File: src/rtl/pwm_pkg.sv
// Shared types, constants and decode helpers for the PWM output controller.
// Imported by the timebase and the top-level channel mux.
package pwm_pkg;

  localparam int unsigned NUM_CH    = 16;
  localparam int unsigned DUTY_W    = 8;
  localparam int unsigned PWM_STEPS = 256;

  typedef logic [DUTY_W-1:0] duty_t;

  localparam duty_t DUTY_OFF  = 8'h00;
  localparam duty_t DUTY_FULL = 8'hFF;
  localparam duty_t STEP_LAST = duty_t'(PWM_STEPS - 1);

  // What a single output pin is doing, decoded from its two enable bits.
  typedef enum logic [1:0] {
    CH_OFF    = 2'd0,
    CH_STATIC = 2'd1,
    CH_PWM    = 2'd2
  } ch_mode_e;

  // Output enable dominates: a channel with en_out low is off whatever en_pwm says.
  function automatic ch_mode_e ch_mode(input logic en_out, input logic en_pwm);
    ch_mode_e mode;
    if (!en_out) begin
      mode = CH_OFF;
    end else if (!en_pwm) begin
      mode = CH_STATIC;
    end else begin
      mode = CH_PWM;
    end
    return mode;
  endfunction

  // 0xFF is forced fully on; a plain compare would leave one low step per period.
  function automatic logic pwm_level(input duty_t step, input duty_t duty);
    logic level;
    if (duty == DUTY_OFF) begin
      level = 1'b0;
    end else if (duty == DUTY_FULL) begin
      level = 1'b1;
    end else begin
      level = (step < duty);
    end
    return level;
  endfunction

endpackage

File: src/rtl/pwm_timebase.sv
// Prescaler plus 8-bit step counter; flags the period boundary combinationally
// and as a registered one-clk period_start pulse.
module pwm_timebase
  import pwm_pkg::*;
#(
  parameter int unsigned PRESCALE   = 13,
  parameter int unsigned PRESCALE_W = 16
) (
  input  logic  clk,
  input  logic  rst_n,
  output duty_t step_cnt_o,
  output logic  boundary_o,
  output logic  period_start_o
);

  localparam logic [PRESCALE_W-1:0] PRESC_LAST = PRESCALE_W'(PRESCALE - 1);
  localparam logic [PRESCALE_W-1:0] PRESC_ONE  = PRESCALE_W'(1);
  localparam duty_t                 STEP_ONE   = duty_t'(1);

  logic [PRESCALE_W-1:0] presc_q, presc_d;
  duty_t                 step_q, step_d;
  logic                  period_start_q, period_start_d;
  logic                  step_tick;
  logic                  boundary;

  // NOTE: every variable driven here gets a value before any branch, so no
  // path leaves it unassigned and no latch is inferred.
  always_comb begin
    presc_d        = presc_q + PRESC_ONE;
    step_d         = step_q;
    step_tick      = (presc_q == PRESC_LAST);
    boundary       = step_tick && (step_q == STEP_LAST);
    period_start_d = boundary;
    if (step_tick) begin
      presc_d = '0;
      step_d  = step_q + STEP_ONE;
    end
  end

  // NOTE: state registers use non-blocking assignments so all flops sample
  // their next-state values from the same pre-edge snapshot.
  always_ff @(posedge clk or negedge rst_n) begin
    if (!rst_n) begin
      presc_q        <= '0;
      step_q         <= '0;
      period_start_q <= 1'b0;
    end else begin
      presc_q        <= presc_d;
      step_q         <= step_d;
      period_start_q <= period_start_d;
    end
  end

  assign step_cnt_o     = step_q;
  assign boundary_o     = boundary;
  assign period_start_o = period_start_q;

endmodule

File: src/rtl/pwm_output_ctrl.sv
// 16-channel output stage: off / static-high / shared PWM per channel, with the
// duty value shadowed so it only changes at a period boundary.
module pwm_output_ctrl
  import pwm_pkg::*;
#(
  parameter int unsigned PRESCALE   = 13,
  parameter int unsigned PRESCALE_W = 16
) (
  input  logic       clk,
  input  logic       rst_n,
  input  logic [7:0] en_reg_out_7_0,
  input  logic [7:0] en_reg_out_15_8,
  input  logic [7:0] en_reg_pwm_7_0,
  input  logic [7:0] en_reg_pwm_15_8,
  input  logic [7:0] pwm_duty_cycle,
  output logic [7:0] uo_out,
  output logic [7:0] uio_out,
  output logic       period_start
);

  duty_t             step_cnt;
  logic              boundary;
  duty_t             duty_shadow_q, duty_shadow_d;
  logic              pwm_raw;
  logic [NUM_CH-1:0] en_out;
  logic [NUM_CH-1:0] en_pwm;
  logic [NUM_CH-1:0] out_q, out_d;

  pwm_timebase #(
    .PRESCALE   (PRESCALE),
    .PRESCALE_W (PRESCALE_W)
  ) u_timebase (
    .clk            (clk),
    .rst_n          (rst_n),
    .step_cnt_o     (step_cnt),
    .boundary_o     (boundary),
    .period_start_o (period_start)
  );

  assign en_out = {en_reg_out_15_8, en_reg_out_7_0};
  assign en_pwm = {en_reg_pwm_15_8, en_reg_pwm_7_0};

  // Mid-period duty writes are ignored until the wrap, so pulses are never cut short.
  always_comb begin
    duty_shadow_d = duty_shadow_q;
    if (boundary) begin
      duty_shadow_d = pwm_duty_cycle;
    end
  end

  assign pwm_raw = pwm_level(step_cnt, duty_shadow_q);

  always_comb begin
    out_d = '0;
    for (int i = 0; i < NUM_CH; i++) begin
      unique case (ch_mode(en_out[i], en_pwm[i]))
        CH_OFF:    out_d[i] = 1'b0;
        CH_STATIC: out_d[i] = 1'b1;
        CH_PWM:    out_d[i] = pwm_raw;
        default:   out_d[i] = 1'b0;
      endcase
    end
  end

  always_ff @(posedge clk or negedge rst_n) begin
    if (!rst_n) begin
      duty_shadow_q <= DUTY_OFF;
      out_q         <= '0;
    end else begin
      duty_shadow_q <= duty_shadow_d;
      out_q         <= out_d;
    end
  end

  assign uo_out  = out_q[7:0];
  assign uio_out = out_q[15:8];

endmodule

File: config.mk
export PLATFORM = sky130hd
export DESIGN_NAME = pwm_output_ctrl
export DESIGN_NICKNAME = d
export VERILOG_FILES = /design/src/rtl/pwm_pkg.sv /design/src/rtl/pwm_timebase.sv /design/src/rtl/pwm_output_ctrl.sv
export SDC_FILE = /design/constraint.sdc
export NUM_CORES = 1
export LEC_CHECK = 0
export BUFFER_PORTS_ARGS = -buffer_cell sky130_fd_sc_hd__buf_2
export CAP_MARGIN = 5
export CORE_MARGIN = 8
export CORE_UTILIZATION = 25
export CTS_BUF_LIST = sky130_fd_sc_hd__clkbuf_16
export DETAILED_ROUTE_END_ITERATION = 8
export PLACE_DENSITY = 0.48
export SKIP_LAST_GASP = 1
export SLEW_MARGIN = 20
export SYNTH_ARGS = -nofsm -noshare
export SYNTH_HDL_FRONTEND = slang
export SYNTH_HIERARCHICAL = 1
export SYNTH_SLANG_ARGS = --single-unit
File: constraint.sdc
create_clock -name clk -period 6.4 [get_ports clk]
set_clock_uncertainty 0.1 [all_clocks]
set_input_delay 0.32 -clock clk [delete_from_list [all_inputs] [get_ports clk]]
set_output_delay 0.32 -clock clk [all_outputs]
set_load 0.03 [all_outputs]
# Word-level counts from Yosys, hierarchy flattened
# Cells that the tools add are included.
totals:
  in_bits: 42
  out_inout_bits: 17
  ff_bits: 49
classes:
  n_mux: 51
  n_reduce_logical: 2
  eq_ne: 35
  add_sub_neg: 2
  n_lt_le_gt_ge: 1
ops:
  columns: ["op", "n"]
  rows:
  - ["$mux 2", 32]
  - ["$eq 2x1->1 const B", 16]
  - ["$eq 2x2->1 const B", 16]
  - ["$pmux 1 s2", 16]
  - ["$add 16x1->16 const B", 1]
  - ["$eq 16x4->1 const B", 1]
  - ["$eq 8x8->1 const B", 2]
  - ["$mux 16", 1]
  - ["$add 8x1->8 const B", 1]
  - ["$logic_not 8->1", 1]
  - ["$lt 8x8->1", 1]
  - ["$mux 1", 2]
  - ["$logic_and 1x1->1", 1]

# Longest topological paths before layout
depth:
  ltp_word: 4
  ltp_mapped: 10
  ltp_nobuf: 8

# Cells and area by module
# The synthesis kept the hierarchy.
modules_own_cells:
  columns: ["mod", "area_per_inst_um2", "n_inst", "cells_per_inst"]
  rows:
  - ["pwm_timebase", 1147.4, 1, 96]
  - ["pwm_output_ctrl", 1087.3, 1, 104]

# Worst setup path before layout
# Ideal clock, no wire load.
synth_path:
  path_type: "register -> register"
  startpoint: "register u_timebase.presc_q[0]"
  endpoint: "register duty_shadow_q[1]"
  slack_ns: 4.232
  path_buffers: 2
  arrival_ns: 1.937
  path_stages_with_launch: 10
  t_required_ns: 6.169
  cell_sequence: "dfrtp_1 > inv_1 > ha_1 > nor4b_1 > and4_4 > buf_6 > nand2_1 > nor2_1 > clkbuf_1 > o21ai_0"
synth_via:
  elab_chain_len: 2
synth_rtl:
  columns: ["element", "line_no", "source"]
  rows:
  - ["from (decl)", "pwm_timebase.sv:20", "logic [PRESCALE_W-1:0] presc_q, presc_d;"]
  - ["from (signal assigned)", "pwm_timebase.sv:48", "presc_q <= presc_d;"]
  - ["$eq 16x4->1", "pwm_timebase.sv:31", "step_tick = (presc_q == PRESC_LAST);"]
  - ["$logic_and 1x1->1", "pwm_timebase.sv:32", "boundary = step_tick && (step_q == STEP_LAST);"]
  - ["net boundary", "pwm_output_ctrl.sv:22", "logic boundary;"]
  - ["to (signal assigned)", "pwm_output_ctrl.sv:70", "duty_shadow_q <= duty_shadow_d;"]
  - ["to (decl)", "pwm_output_ctrl.sv:23", "duty_t duty_shadow_q, duty_shadow_d;"]
# The timed path passes the listed nets, and every way through them passes these cells.
# A chain may end at the register's enable or synchronous reset.

# Final worst setup path
layout_path:
  startpoint: "register u_timebase.presc_q[0]"
  endpoint: "register duty_shadow_q[0]"
# Same word-level chain as after synthesis.

==> impl_results.md <==
* Vias in the first global route at between 1,500 and 2,000
* Busiest grt layer: met2
* Worst Slack Setup Final at between 3000 and 4000 ps
* Gr usage total at between 8 and 9%
* DPL Wire Length at between 3000 and 4000 um
* Post-layout nets at 313
* Max-Cap Viols at 0
* Worst Tran Pin Value at between 800 and 900 ps
* Area of the mapped netlist at 2230 um^2
* Fmax at 365 MHz
* Worst path max stage delay at 680 ps
* GPL Wtd Cong at slightly below 0.7
* M1 GR Usage at about a tenth
* First-pass DRT Iterations at 4
* Syn_nets at between 200 and 300
* Clock sink count at 49
* Final Setup Violations at 0
* Post-synth top area cell: dfrtp_1
* Yosys top cell area share at 54.9%
* Number of buffers created by CTS at 5
* Status: complete, no violations
* Layout area overhead at 24.6%
* Synth cell types at 37
* TritonCTS clock tree: done
* Antenna Nets Post-Route at 0
* Hold Path Class: in -> async
* Die X at between 100 and 150 um
* Routed WL at ~4900 um
* Cells on worst reg2reg path at 7
* Pwr dens at around 230 nW/um^2
* CP required at approximately 6500 ps
* Core Footprint at a little under 9000 um^2
* Worst-path cell chain: inv_1, ha_1, nor4b_1, and4_4, nand2_1, nor2_1, mux2_1
* Sequential area share after synthesis at between 50 and 60%
* Met3 Track Usage GR at roughly 3.3%
* M2 GR Usage at about an eighth
* Row count at 34
* Port bufs at between 50 and 60
* Via density at between 4 and 5
* Min Tclk post-route at between 2000 and 3000 ps
* Synthesized area per cell at about 11 um^2
* Max Slew Vio Count at 0
* Most used flip-flop cell after synthesis: dfrtp_1
* Largest net degree at the start of global routing at 50
* Unrepaired setup endpoints after global routing: false
* Post_cts resized at 0
* Crit start category: flop
* Post-CTS setup buffer count at 0
* Fin crit share at a little over two fifths
* Worst r2r src: u_timebase/presc_q[0]$_DFF_PN0_
* Clock transition at path regs at roughly 60 ps
* DIE HEIGHT at 111 um
* Async SR Flop Fraction at between 90% and 100%
* Synth warn at 6
* Setup WS pre-CTS at about 3700 ps
* Global-route wire length before repair at around 8600 um
* Post-synth EDFFs at 0
* Post-Syn Instances at 200
* End of the worst register-to-register path: duty_shadow_q[0]$_DFFE_PN0P_
* Total grt overflow at 0
* H-tree levels at 2
* Layout cell share with drive strength beyond 1 at 29.0%
* Placed insts at approximately 360
* Root buf cell: clkbuf_16
* Final hold violation count at 0
* Top cells by count, synth: 49 x dfrtp_1, 25 x inv_1, 16 x a31oi_1, 14 x nand2_1, 14 x xnor2_1
* Max VDD drop at between 0.00009 and 0.0001 V
* Top Ports at 59
* Vias at ~1,600
* Setup TNS Final at 0 ps
* Overall Power at 0.643 mW
* Leakage Power at 1.40 nW
* CTS Hold Bufs at 0
* Largest cells by area after synthesis: dfrtp_1 55%, ha_1 5.6%, xnor2_1 5.5%
* Clk Latency, worst-skew pair at about 280 ps
* WP data arrival at around 2800 ps
* Diode count at 0
* #FFs+latches synth at roughly 50
* Worst setup EP type: flop
* Crit path kind: reg -> reg
* Fin cells at 370
* Initial core utilization at between 20 and 30%
* Rel. slew slack at a little over two fifths
* CP max-delay cell: nor2_1
* Max Buffers Root-to-Sink at 2
* Cell with the most instances after synthesis: dfrtp_1
* Die footprint at between 10,000 and 15,000 um^2
* Initial antenna violation count at 0
* Fill count at 913
* Max FO, Critical Path at 16
* Setup slack, reg-to-reg at ~3700 ps
* Residual DRC at 0
* Routed WL per cell at 13.3 um
* Initial DRC Count at 79
## cell usage in the layout (no fill, tap or decap), drive strengths merged
cell	n
a31oi	16
o21ai	9
nor2	9
xor2	7
and2b	1
inv	27
a211o	1
buf	59
and2	2
xnor2	14
nor3	2
o211ai	2
dfrtp	49
nand4	6
and4bb	1
a21oi	1
nor3b	1
nand2	14
clkbuf	5
nor4b	1
bufinv	1
mux2	2
and4	3
ha	10
nand3	9
nor4	4
or4	1
o21a	1
clkinv	1
and3	3
## layer usage
| metal | vias to the layer above | share of wire, % |
|---|---|---|
| met1 | 722 | 49 |
| li1 | 803 | - |
| met4 | 0 | 1.9 |
| met3 | 5 | 5.9 |
| met5 | - | 0 |
| met2 | 41 | 43 |
## registers in the layout, summed over array words and instances, names as in the netlist
signal,flops
u_timebase/period_start_o,1
duty_shadow_q,8
out_q,16
u_timebase/step_cnt_o,8
u_timebase/presc_q,16
## worst max path at each step
stage / from / end / slack, ps / depth (start not counted)
4_1_cts: u_timebase/presc_q[0]$_DFF_PN0_ / duty_shadow_q[0]$_DFFE_PN0P_ / 3660 / 7
2_1_floorplan: u_timebase/presc_q[0]$_DFF_PN0_ / duty_shadow_q[1]$_DFFE_PN0P_ / 4230 / 9
3_3_place_gp: u_timebase/presc_q[0]$_DFF_PN0_ / duty_shadow_q[0]$_DFFE_PN0P_ / 3800 / 7
6_report: u_timebase/presc_q[0]$_DFF_PN0_ / duty_shadow_q[0]$_DFFE_PN0P_ / 3660 / 7
5_1_grt: u_timebase/presc_q[0]$_DFF_PN0_ / duty_shadow_q[0]$_DFFE_PN0P_ / 3440 / 7
3_5_place_dp: u_timebase/presc_q[0]$_DFF_PN0_ / duty_shadow_q[0]$_DFFE_PN0P_ / 3690 / 7
## stage by stage
step | hold slack (ps) | util [%] | cell area [um^2]
CTS | 70.5 | 32.1 | 2780
global placement | 370 | 30.2 | 2620
detailed placement | 371 | 30.2 | 2620
floorplan | -75.6 | - | 2230
global route | 96.4 | 32.1 | 2780
finish | 36.0 | 32.1 | 2780
## cell type report
type                            instances  area, um^2  share of cell area (%)
Clock inverter                          3        37.5                    1.35
Multi-Input combinational cell        120         865                    31.1
Clock buffer                            5         125                    4.49
Sequential cell                        49        1230                    44.0
Tap cell                              108         135                    4.85
Timing Repair Buffer                   59         298                    10.7
Inverter                               26        97.6                    3.51
## cell families (layout without fill, tap and decap cells)
family | count (synthesis) | in the layout | share of synthesized area, %
simple gates | 57 | 57 | 15.5
mux | 2 | 2 | 1.01
xor+xnor | 21 | 21 | 8.23
compound gates | 30 | 30 | 8.34
fa+ha+maj | 10 | 10 | 5.60
flops | 49 | 49 | 54.9
buf+inv | 31 | 93 | 6.44
## where the power goes
part	leakage (nW)	switching [mW]	internal, mW
clock network	0.0826	0.105	0.182
registers	0.591	0.000991	0.315
logic	0.729	0.0250	0.0151
## worst max-delay path, delay by kind of cell (launching register included)
kind / cells / cell delay (ps)
DFF: 1 / 460
adders and majority gates: 1 / 140
buffers and inverters: 1 / 90
muxes: 1 / 380
and+or+nand+nor: 4 / 1460
No activity file was read; power rests on OpenSTA's default activity.
